## src/rtl/ula_sequencer_if.sv

```systemverilog
// Purpose: handshake and strobe bundle between the host, ula_sequencer and the ULA register bank.
// Latency: none; this is a wiring bundle only.
// Backpressure: start is only honoured while ready=1. The sequencer cannot be stalled once it has accepted start.
// Ports: start/opcode/abort come from the host. The other signals are decoded state from the sequencer.
interface ula_sequencer_if #(
    parameter int OP_W = 3
);
    logic            start;
    logic [OP_W-1:0] opcode;
    logic            abort;
    logic            ready;
    logic            busy;
    logic            load_a;
    logic            load_b;
    logic [OP_W-1:0] alu_op;
    logic            alu_en;
    logic            load_res;
    logic            load_flags;
    logic            done;
    logic            err;

    // Host / control side
    modport master (
        output start, opcode, abort,
        input  ready, busy, load_a, load_b, alu_op, alu_en,
               load_res, load_flags, done, err
    );

    // Sequencer side
    modport slave (
        input  start, opcode, abort,
        output ready, busy, load_a, load_b, alu_op, alu_en,
               load_res, load_flags, done, err
    );
endinterface

```

## src/rtl/ula_sequencer.sv

```systemverilog
// Purpose: Moore FSM that sequences one ULA operation: operand load, execute, result/flags write, then a done pulse.
// Latency: start accepted at edge k gives done in cycle k+4. Opcode 3'b110 gives done in cycle k+3+MULTI_CYC. Reserved opcode 3'b111 gives err in cycle k+1.
// Backpressure: ready=1 only in IDLE, so one request is in flight at a time. abort cancels the request during LOAD/EXEC only.
// Ports: clock, reset_n (synchronous, active low), bus (slave modport of ula_sequencer_if).
module ula_sequencer #(
    parameter int OP_W      = 3,
    parameter int MULTI_CYC = 4
) (
    input  logic             clock,
    input  logic             reset_n,
    ula_sequencer_if.slave   bus
);

    typedef enum logic [2:0] {
        IDLE  = 3'd0,
        LOAD  = 3'd1,
        EXEC  = 3'd2,
        WRITE = 3'd3,
        DONE  = 3'd4,
        ERR   = 3'd5
    } state_t;

    localparam logic [OP_W-1:0] OP_MULTI = OP_W'(3'b110);
    localparam logic [OP_W-1:0] OP_RSVD  = OP_W'(3'b111);
    // The counter holds the number of extra EXEC cycles still to run.
    localparam logic [3:0]      CNT_INIT = 4'(MULTI_CYC - 1);

    state_t          state_q, state_d;
    logic [3:0]      cnt_q, cnt_d;
    logic [OP_W-1:0] op_q, op_d;

    always_ff @(posedge clock) begin
        if (!reset_n) begin
            state_q <= IDLE;
            cnt_q   <= '0;
            op_q    <= '0;
        end else begin
            state_q <= state_d;
            cnt_q   <= cnt_d;
            op_q    <= op_d;
        end
    end

    always_comb begin
        state_d = state_q;
        cnt_d   = cnt_q;
        op_d    = op_q;
        case (state_q)
            IDLE: begin
                // abort has no effect here. The opcode register is only updated for legal requests.
                if (bus.start) begin
                    if (bus.opcode == OP_RSVD) begin
                        state_d = ERR;
                    end else begin
                        op_d    = bus.opcode;
                        state_d = LOAD;
                    end
                end
            end
            LOAD: begin
                if (bus.abort) begin
                    state_d = IDLE;
                end else begin
                    cnt_d   = (op_q == OP_MULTI) ? CNT_INIT : 4'd0;
                    state_d = EXEC;
                end
            end
            EXEC: begin
                if (bus.abort) begin
                    state_d = IDLE;
                end else if (cnt_q == 4'd0) begin
                    state_d = WRITE;
                end else begin
                    cnt_d = cnt_q - 4'd1;
                end
            end
            WRITE:   state_d = DONE;
            DONE:    state_d = IDLE;
            ERR:     state_d = IDLE;
            default: state_d = IDLE;
        endcase
    end

    // Every output is decoded from registered state only, so no input reaches an output combinationally.
    always_comb begin
        bus.ready      = (state_q == IDLE);
        bus.busy       = (state_q != IDLE);
        bus.load_a     = (state_q == LOAD);
        bus.load_b     = (state_q == LOAD);
        bus.alu_en     = (state_q == EXEC);
        bus.load_res   = (state_q == WRITE);
        bus.load_flags = (state_q == WRITE);
        bus.done       = (state_q == DONE);
        bus.err        = (state_q == ERR);
        bus.alu_op     = op_q;
    end

endmodule

```

## src/flat_wrapper.sv

```systemverilog
// flat-port wrapper written by rule: the top's interface ports become plain ports
module ula_sequencer_flat 
#(
    parameter int OP_W      = 3,
    parameter int MULTI_CYC = 4
)
  (clock, reset_n, bus_start, bus_opcode, bus_abort, bus_ready, bus_busy, bus_load_a, bus_load_b, bus_alu_op, bus_alu_en, bus_load_res, bus_load_flags, bus_done, bus_err);
  ula_sequencer_if #(.OP_W(OP_W)) bus_i ();
  input  logic clock;
  input  logic reset_n;
  input wire logic [$bits(bus_i.start)-1:0] bus_start;
  input wire logic [$bits(bus_i.opcode)-1:0] bus_opcode;
  input wire logic [$bits(bus_i.abort)-1:0] bus_abort;
  output wire logic [$bits(bus_i.ready)-1:0] bus_ready;
  output wire logic [$bits(bus_i.busy)-1:0] bus_busy;
  output wire logic [$bits(bus_i.load_a)-1:0] bus_load_a;
  output wire logic [$bits(bus_i.load_b)-1:0] bus_load_b;
  output wire logic [$bits(bus_i.alu_op)-1:0] bus_alu_op;
  output wire logic [$bits(bus_i.alu_en)-1:0] bus_alu_en;
  output wire logic [$bits(bus_i.load_res)-1:0] bus_load_res;
  output wire logic [$bits(bus_i.load_flags)-1:0] bus_load_flags;
  output wire logic [$bits(bus_i.done)-1:0] bus_done;
  output wire logic [$bits(bus_i.err)-1:0] bus_err;
  assign bus_i.start = bus_start;
  assign bus_i.opcode = bus_opcode;
  assign bus_i.abort = bus_abort;
  assign bus_ready = bus_i.ready;
  assign bus_busy = bus_i.busy;
  assign bus_load_a = bus_i.load_a;
  assign bus_load_b = bus_i.load_b;
  assign bus_alu_op = bus_i.alu_op;
  assign bus_alu_en = bus_i.alu_en;
  assign bus_load_res = bus_i.load_res;
  assign bus_load_flags = bus_i.load_flags;
  assign bus_done = bus_i.done;
  assign bus_err = bus_i.err;
  ula_sequencer #(.OP_W(OP_W), .MULTI_CYC(MULTI_CYC)) u_core (.clock(clock), .reset_n(reset_n), .bus(bus_i));
endmodule
```

## config.mk

```make
export PLATFORM = sky130hd
export DESIGN_NAME = ula_sequencer_flat
export DESIGN_NICKNAME = d
export VERILOG_FILES = /design/src/rtl/ula_sequencer_if.sv /design/src/rtl/ula_sequencer.sv /design/src/flat_wrapper.sv
export SDC_FILE = /design/constraint.sdc
export NUM_CORES = 1
export LEC_CHECK = 0
export ABC_CLOCK_PERIOD_IN_PS = 3850
export BUFFER_PORTS_ARGS = -buffer_cell sky130_fd_sc_hd__buf_2
export CORE_MARGIN = 1.5
export CORE_UTILIZATION = 40
export CTS_CLUSTER_DIAMETER = 30
export CTS_CLUSTER_SIZE = 14
export DETAILED_ROUTE_END_ITERATION = 12
export SYNTH_ARGS = -nofsm -noshare
export SYNTH_HDL_FRONTEND = slang
export SYNTH_SLANG_ARGS = --single-unit
```

## constraint.sdc

```tcl
create_clock -name clock -period 3.85 [get_ports clock]
set_input_delay 0.1925 -clock clock [delete_from_list [all_inputs] [get_ports clock]]
set_output_delay 0.1925 -clock clock [all_outputs]
set_load 0.05 [all_outputs]
```

==> summary.md, run 1 <==
| Metric | Value |
|---|---|
| Die X | `42.2 um` |
| Syn Nets | `78` |
| Root Buffer | `clkbuf_4` |
| Most common cell after layout, fill and taps aside | `buf_2` |
| Gate Count Post-Synth | `69` |
| Busiest grt layer | `met2` |
| Die ar. | `0.00178 mm^2` |
| RSZ-0062 raised after global routing | `no` |
| Hold_buf cts | `0` |
| Starting Density | `0.449` |
| First-pass GRT wire length | `2080 um` |
| Crit path DAT | `1540 ps` |
| GR Layer Usage met2 | `0.241` |
| Clock latency on the worst-skew pair | `260 ps` |
| Row count | `13` |
| Ant diodes | `0` |
| Power density cells | `380 mW/mm^2` |
| Resized Gates After CTS | `0` |
| Largest net degree at the start of global routing | `11` |
| Pins Over Slew Limit | `0` |
| Worst Setup End Kind | `primary output` |
| Rel. slew slack | `0.719` |
| Status | `complete, no violations` |
| Avg Cell Area, Syn | `8.89 um^2` |
| Final min period | `1730 ps` |
| Worst setup SP type | `flop` |
| Share of layout cells above drive strength 1 | `0.349` |
| Leakage | `0.340 nW` |
| Area delta synth->final | `17.1%` |
| GRT Util Overall | `0.153` |
| Post-DP HPWL | `923 um` |
| Setup CP Type | `flop to primary output` |
| H-tree levels | `1` |
| Vias | `531` |
| I/O Pins | `19` |
| Period utilisation layout | `0.450` |
| Vias in the first global route | `484` |
| Final Hold Violating Endpoints | `0` |
| Core Footprint | `0.00137 mm^2` |
| Final Util | `0.526` |
| Clock sinks | `10` |
| Clk buf depth | `2` |
| Maximum VDD drop | `0.000183 V` |
| Total wire length | `1240 um` |
| DR iter-0 viols | `3` |
| Gr ovfl total | `0` |
| Flops & latches, synth | `10` |
| CTS tree | `done` |
| GR Util met3 | `0.0345` |
| Post-CTS setup buffers | `0` |
| Max cap viols | `0` |
| Residual DRC | `0` |
| IO buf count | `18` |
| Worst-Margin Slew | `420 ps` |
| CP max FO | `8` |
| 1st-pass router iterations | `2` |
| Fmax | `577 MHz` |
| Post-synthesis sequential area ratio | `0.327` |
| Register area | `200 um^2` |
| Routing usage on met1 | `0.186` |
| Final Skew | `5.15 ps` |
| Final antenna-violating net count | `0` |
| Initial antenna violation count | `0` |
| Nets | `96` |
| Top cell type by total area after synthesis | `dfxtp_1` |
| Area contributors post-synth | `dfxtp_1, nor2b_1, mux2i_1, ha_1, nor3_1` |
| Hold Path Class | `input port to flop` |
| Setup violations, final | `0` |
| CTS buffer count | `3` |
| Wire per inst | `12.3 um` |
| GP Congestion | `0.849` |
| Area occupied by multi-input gates | `353 um^2` |
| Clk slew on worst S/H paths | `80 ps` |
| Synth Cell Area | `613 um^2` |
| Fill cell count | `148` |
| FF-to-FF setup slack | `2280 ps` |
| Synth Warn # | `0` |
| Setup TNS | `0 ps` |
| Synth unique cells | `35` |
| Most frequent cells in the layout | `buf_2, dfxtp_1, nor2b_1, nand2_1` |
| DR vias/cell | `5.26` |
| Top-area cell type share of the netlist area | `0.327` |
| Critical Path RT | `3660 ps` |
| Die Height | `42.2 um` |
## per-layer routing
layer / wire, um / up-vias
met2: 586 / 13
met5: 0 / -
met3: 62 / 2
li1: - / 274
met1: 577 / 242
met4: 12 / 0
## registers in the layout (all words and copies together), names as in the netlist
register	count
u_core.bus.alu_op	3
u_core.state_q	3
u_core.cnt_q	4
## cell families (layout without fill, tap and decap cells)
family          count (synthesis)  count (layout)  synth area share
buf+inv                        10              27            0.0979
compound gates                 13              13             0.157
xor+xnor                        1               1            0.0143
fa+ha+maj                       2               2            0.0408
mux                             4               4            0.0673
simple gates                   29              29             0.296
flops                          10              10             0.327
## cells in the mapped netlist
master	n
nand3_1	2
o221a_2	1
nor3b_2	1
clkinv_2	1
buf_6	1
and3b_2	1
a31oi_1	1
or4b_2	1
clkdlybuf4s15_1	1
a32oi_1	1
o211a_1	1
nor3b_1	1
or3b_1	1
clkbuf_1	1
o22ai_1	1
inv_1	4
nand2b_1	2
a211o_1	1
mux2_2	1
dfxtp_1	10
nand2_1	5
and3b_1	1
a21boi_0	1
a21oi_1	3
o21ai_2	1
o21ai_0	1
o31a_1	1
xnor2_1	1
buf_4	2
nor2b_1	6
nand2b_4	1
mux2i_1	3
ha_1	2
nor3_1	4
nor2_1	3
## power by group
group          switching, mW  internal, mW
logic                 0.0442        0.0196
registers            0.00488         0.108
clock network         0.0393        0.0574
## final cells by class
cell class	count	area share
inverters	5	0.0279
repair buffers	18	0.125
multi-input cells	49	0.491
well taps	15	0.0261
clock buffers	4	0.0505
flip-flops and latches	10	0.279
## metrics by stage
stage          setup WS (ps)  hold slack, ps  cell area (um^2)  cells  total power [mW]
2_1_floorplan           1400             352               613     69             0.168
3_3_place_gp            2300             464               682     97             0.179
3_5_place_dp            2300             469               682     97             0.179
4_1_cts                 2120             188               718    101             0.275
5_1_grt                 2050             207               718    101             0.286
6_report                2120             196               718    101             0.273
## critical path, cell delays in order, from the launching register on
cell and delay (ps):
dfxtp_1 470, or3b_1 430, clkinv_2 110, buf_2 270
## final timing paths
path | startpoint | endpoint | depth (start not counted)
min reg2reg | u_core.cnt_q[3] | u_core.cnt_q[3] | 2
max reg2reg | u_core.state_q[0] | u_core.cnt_q[0] | 5
max | u_core.state_q[0] | bus_load_a | 3
min | bus_opcode[2] | u_core.bus.alu_op[2] | 3
No activity file was read; power rests on OpenSTA's default activity.
==> inputs of run 2 (changes only) <==
--- a/config.mk
+++ b/config.mk
@@ -5,7 +5,7 @@
 export SDC_FILE = /design/constraint.sdc
 export NUM_CORES = 1
 export LEC_CHECK = 0
-export ABC_CLOCK_PERIOD_IN_PS = 3850
+export ABC_CLOCK_PERIOD_IN_PS = 1730
 export BUFFER_PORTS_ARGS = -buffer_cell sky130_fd_sc_hd__buf_2
 export CORE_MARGIN = 1.5
 export CORE_UTILIZATION = 40
==> constraint.sdc (replaced) <==
create_clock -name clock -period 1.73 [get_ports clock]
set_input_delay 0.0865 -clock clock [delete_from_list [all_inputs] [get_ports clock]]
set_output_delay 0.0865 -clock clock [all_outputs]
set_load 0.05 [all_outputs]
==> summary.md, run 2 (synthesis results as in run 1) <==
| Metric | Value |
|---|---|
| Status | `complete, no violations` |
| Setup CP Type | `flop to primary output` |
| H-tree levels | `1` |
| Design Area, Final | `746 um^2` |
| Cell breakdown of the critical path | `or3b_1 > clkinv_2 > buf_2` |
| Register area | `201 um^2` |
| CTS tree | `done` |
| Area occupied by multi-input gates | `370 um^2` |
| Leakage | `0.352 nW` |
| Crit path DAT | `1460 ps` |
| Clock sinks | `10` |
| Clk slew on worst S/H paths | `70 ps` |
| Final Hold Violating Endpoints | `0` |
| Root Buffer | `clkbuf_4` |
| Placed Instances | `100` |
| Critical path depth in cells | `3` |
| Buf/Inv on CP | `2` |
| DR vias/cell | `5.29` |
| Initial antenna violation count | `0` |
| CP delay by family, top | `simple AND/OR/NAND/NOR gates` |
| WHS Endpoint | `u_core.state_q[0]` |
| Fmax | `647 MHz` |
| I/O Pins | `19` |
| FF-to-FF setup slack | `250 ps` |
| R2r endpoint | `u_core.cnt_q[0]` |
| Wire per inst | `12.4 um` |
| IO buf count | `18` |
| Nets | `99` |
| Worst setup SP type | `flop` |
| Fin cells | `103` |
| Reg-to-reg startpoint | `u_core.state_q[1]` |
| Starting Density | `0.449` |
| Final antenna-violating net count | `0` |
| Post-DP HPWL | `958 um` |
| Maximum VDD drop | `0.000380 V` |
| Row count | `13` |
| Vias | `545` |
| Worst Setup End Kind | `primary output` |
| Reg2Reg Depth | `5` |
| Worst-Margin Slew | `249 ps` |
| Core Footprint | `0.00137 mm^2` |
| GP Congestion | `0.740` |
| Clk buf depth | `2` |
| DR iter-0 viols | `4` |
| Setup violations, final | `0` |
| Hold_buf cts | `0` |
| Hold Crit Start | `bus_start` |
| Post-CTS setup buffers | `0` |
| Die X | `42.2 um` |
| Gr ovfl total | `0` |
| Max cap viols | `0` |
| Total wire length | `1280 um` |
| Power density cells | `760 mW/mm^2` |
| Die ar. | `0.00178 mm^2` |
| GRT Util Overall | `0.166` |
| Critical Path RT | `1640 ps` |
| Hold Path Class | `input port to flop` |
| Critical path's largest stage delay | `430 ps` |
| Largest net degree at the start of global routing | `11` |
| Rel. slew slack | `0.835` |
| Pins Over Slew Limit | `0` |
| Placed cell areas | `723 um^2` |
| Final min period | `1540 ps` |
| Final Skew | `2.74 ps` |
| Biggest register | `u_core.cnt_q` |
| Most common cell after layout, fill and taps aside | `buf_2` |
| Period utilisation layout | `0.893` |
| First-pass GRT wire length | `2240 um` |
| Slowest CP cell | `or3b_1` |
| Ant diodes | `0` |
| Largest register FFs | `4` |
| Most frequent cells in the layout | `buf_2, dfxtp_1, nor2b_1, nand2_1, inv_1` |
| Share of layout cells above drive strength 1 | `0.386` |
| Resized Gates After CTS | `0` |
| 1st-pass router iterations | `4` |
| Area delta synth->final | `21.6%` |
| Fill cell count | `147` |
| Hold path depth | `3` |
| Vias in the first global route | `510` |
| Clock latency on the worst-skew pair | `270 ps` |
| CTS buffer count | `3` |
| Residual DRC | `0` |
| Die Height | `42.2 um` |
| CP max FO | `8` |
| RSZ-0062 raised after global routing | `no` |
## run 2: final cells by class
class / instances / share of cell area
tap: 15 / 0.0252
inverter: 5 / 0.0268
multi-input combinational: 49 / 0.497
clock buffer: 3 / 0.0302
sequential: 10 / 0.270
timing repair buffer: 21 / 0.151
## run 2: worst max-delay path by stage
stage,start,end,slack (ps)
floorplan,u_core.state_q[2],bus_done,-7
detailed placement,u_core.state_q[1],u_core.cnt_q[0],260
global placement,u_core.state_q[1],u_core.cnt_q[0],250
global route,u_core.state_q[1],bus_load_b,110
finish,u_core.state_q[1],bus_load_b,190
CTS,u_core.state_q[1],bus_load_a,170
## run 2: worst register-to-register path, delay by kind of cell, from the launching register on
family / cells / cell delay (ps)
AO/OA/AOI/OAI: 2 / 400
buffers and inverters: 1 / 120
flip-flops: 1 / 370
AND/OR/NAND/NOR: 2 / 490
## run 2: power by group
part           internal (mW)  switching, mW
Clock                 0.0805         0.0831
Sequential             0.240        0.00752
Combinational         0.0508          0.104
Total                  0.371          0.195
## run 2: layer usage
layer  vias to the layer above  global-route usage  share of wire
li1                        278                   -              -
met3                         2              0.0776          0.083
met4                         0              0.0563          0.014
met2                        19               0.256           0.45
met1                       246               0.204           0.45
met5                         -                   0              0
## run 2: stage by stage
step	TNS [ps]	setup WS, ps	hold slack [ps]	total power [mW]	utilization
finish	0	185	91.8	0.566	0.546
detailed placement	0	258	368	0.409	0.529
global route	0	115	107	0.599	0.546
CTS	0	173	86.8	0.576	0.546
floorplan	-6.51	-6.51	246	0.379	-
global placement	0	254	365	0.408	0.529
==> inputs of run 3 (changes only) <==
--- a/config.mk
+++ b/config.mk
@@ -12,6 +12,7 @@
 export CTS_CLUSTER_DIAMETER = 30
 export CTS_CLUSTER_SIZE = 14
 export DETAILED_ROUTE_END_ITERATION = 12
+export REMOVE_ABC_BUFFERS = 1
 export SYNTH_ARGS = -nofsm -noshare
 export SYNTH_HDL_FRONTEND = slang
 export SYNTH_SLANG_ARGS = --single-unit
==> summary.md, run 3 (synthesis results as in run 1) <==
| Metric | Value |
|---|---|
| Status | `complete, no violations` |
| Top sig layer | `met4` |
| First-pass GRT wire length | `2150 um` |
| Critical Path RT | `1640 ps` |
| Setup violations, final | `0` |
| Most frequent cells in the layout | `buf_2, dfxtp_1, nor2b_1, nand2_1` |
| Maximum VDD drop | `0.000448 V` |
| Setup CP Type | `flop to primary output` |
| Final Hold Violating Endpoints | `0` |
| Ant diodes | `0` |
| CTS buffer count | `3` |
| Worst Setup End Kind | `primary output` |
| Starting Density | `0.449` |
| Total wire length | `1190 um` |
| H-tree levels | `1` |
| Gr ovfl total | `0` |
| Worst-Margin Slew | `253 ps` |
| Die Height | `42.2 um` |
| Clock sinks | `10` |
| Die X | `42.2 um` |
| Row count | `13` |
| Vias | `518` |
| Hold_buf cts | `0` |
| 1st-pass router iterations | `4` |
| Residual DRC | `0` |
| Crit path DAT | `1510 ps` |
| Max cap viols | `0` |
| Fin Hold WS | `97.9 ps` |
| Pins Over Slew Limit | `0` |
| Clock latency on the worst-skew pair | `260 ps` |
| IO buf count | `18` |
| Fmax | `625 MHz` |
| Post-DP HPWL | `939 um` |
| Leakage | `0.343 nW` |
| Root Buffer | `clkbuf_4` |
| Nets | `98` |
| CP max FO | `8` |
| Met2 wire length | `561 um` |
| Clk buf depth | `2` |
| Final antenna-violating net count | `0` |
| I/O Pins | `19` |
| Largest register FFs | `4` |
| Clk slew on worst S/H paths | `70 ps` |
| GRT Util Overall | `0.160` |
| WL met3 | `48 um` |
| DR vias/cell | `5.08` |
| Fill cell count | `140` |
| Final Util | `0.527` |
| Post-CTS setup buffers | `0` |
| CTS tree | `done` |
| Final min period | `1600 ps` |
| Hold Path Class | `input port to flop` |
| Vias in the first global route | `495` |
| RSZ-0062 raised after global routing | `no` |
| DR iter-0 viols | `5` |
| Rel. slew slack | `0.831` |
| Period utilisation layout | `0.925` |
| Area delta synth->final | `17.3%` |
| Power density cells | `768 mW/mm^2` |
| Worst setup SP type | `flop` |
| Core Footprint | `0.00137 mm^2` |
| Resized Gates After CTS | `0` |
| Final Skew | `4.68 ps` |
| Die ar. | `0.00178 mm^2` |
| Largest net degree at the start of global routing | `11` |
| Biggest register | `u_core.cnt_q` |
| M1 wire length | `567 um` |
| Setup TNS | `0 ps` |
| Most common cell after layout, fill and taps aside | `buf_2` |
| Initial antenna violation count | `0` |
| Wire per inst | `11.6 um` |
| Share of layout cells above drive strength 1 | `0.356` |
| GP Congestion | `0.751` |
## run 3: report_power, final
group / switching [mW] / internal [mW]
registers: 0.0103 / 0.240
logic: 0.0989 / 0.0479
clock network: 0.0757 / 0.0801
## run 3: worst max-delay path: stages, from the launching register on
cell and delay, ps:
dfxtp_1 460, or3b_1 410, clkinv_2 110, buf_2 270
## run 3: area by class of cell
| class | instances | area, um^2 | area share |
|---|---|---|---|
| well taps | 15 | 18.8 | 0.0261 |
| multi-input cells | 49 | 353 | 0.490 |
| clock buffers | 3 | 22.5 | 0.0313 |
| repair buffers | 20 | 105 | 0.146 |
| flip-flops and latches | 10 | 200 | 0.278 |
| inverters | 5 | 20.0 | 0.0278 |
## run 3: final timing paths
| path | start | endpoint | slack, ps | cells after the start |
|---|---|---|---|---|
| worst min register to register | u_core.cnt_q[2] | u_core.cnt_q[2] | 530 | 2 |
| worst max register to register | u_core.state_q[0] | u_core.cnt_q[0] | 190 | 5 |
| worst max-delay path | u_core.state_q[0] | bus_load_b | 130 | 3 |
| worst min-delay path | bus_opcode[2] | u_core.bus.alu_op[2] | 100 | 3 |
## run 3: through the flow
step	std cells	area [um^2]	power [mW]	worst slack, ps
detailed placement	99	697	0.403	194
global route	102	719	0.590	33.2
finish	102	719	0.553	130
floorplan	64	573	0.361	-656
CTS	102	719	0.563	116
global placement	99	697	0.403	233
## run 3: per-layer routing
| layer | global-route usage | up-vias |
|---|---|---|
| li1 | - | 274 |
| met1 | 0.202 | 231 |
| met2 | 0.247 | 11 |
| met3 | 0.0517 | 2 |
| met4 | 0.0750 | 0 |
| met5 | 0 | - |
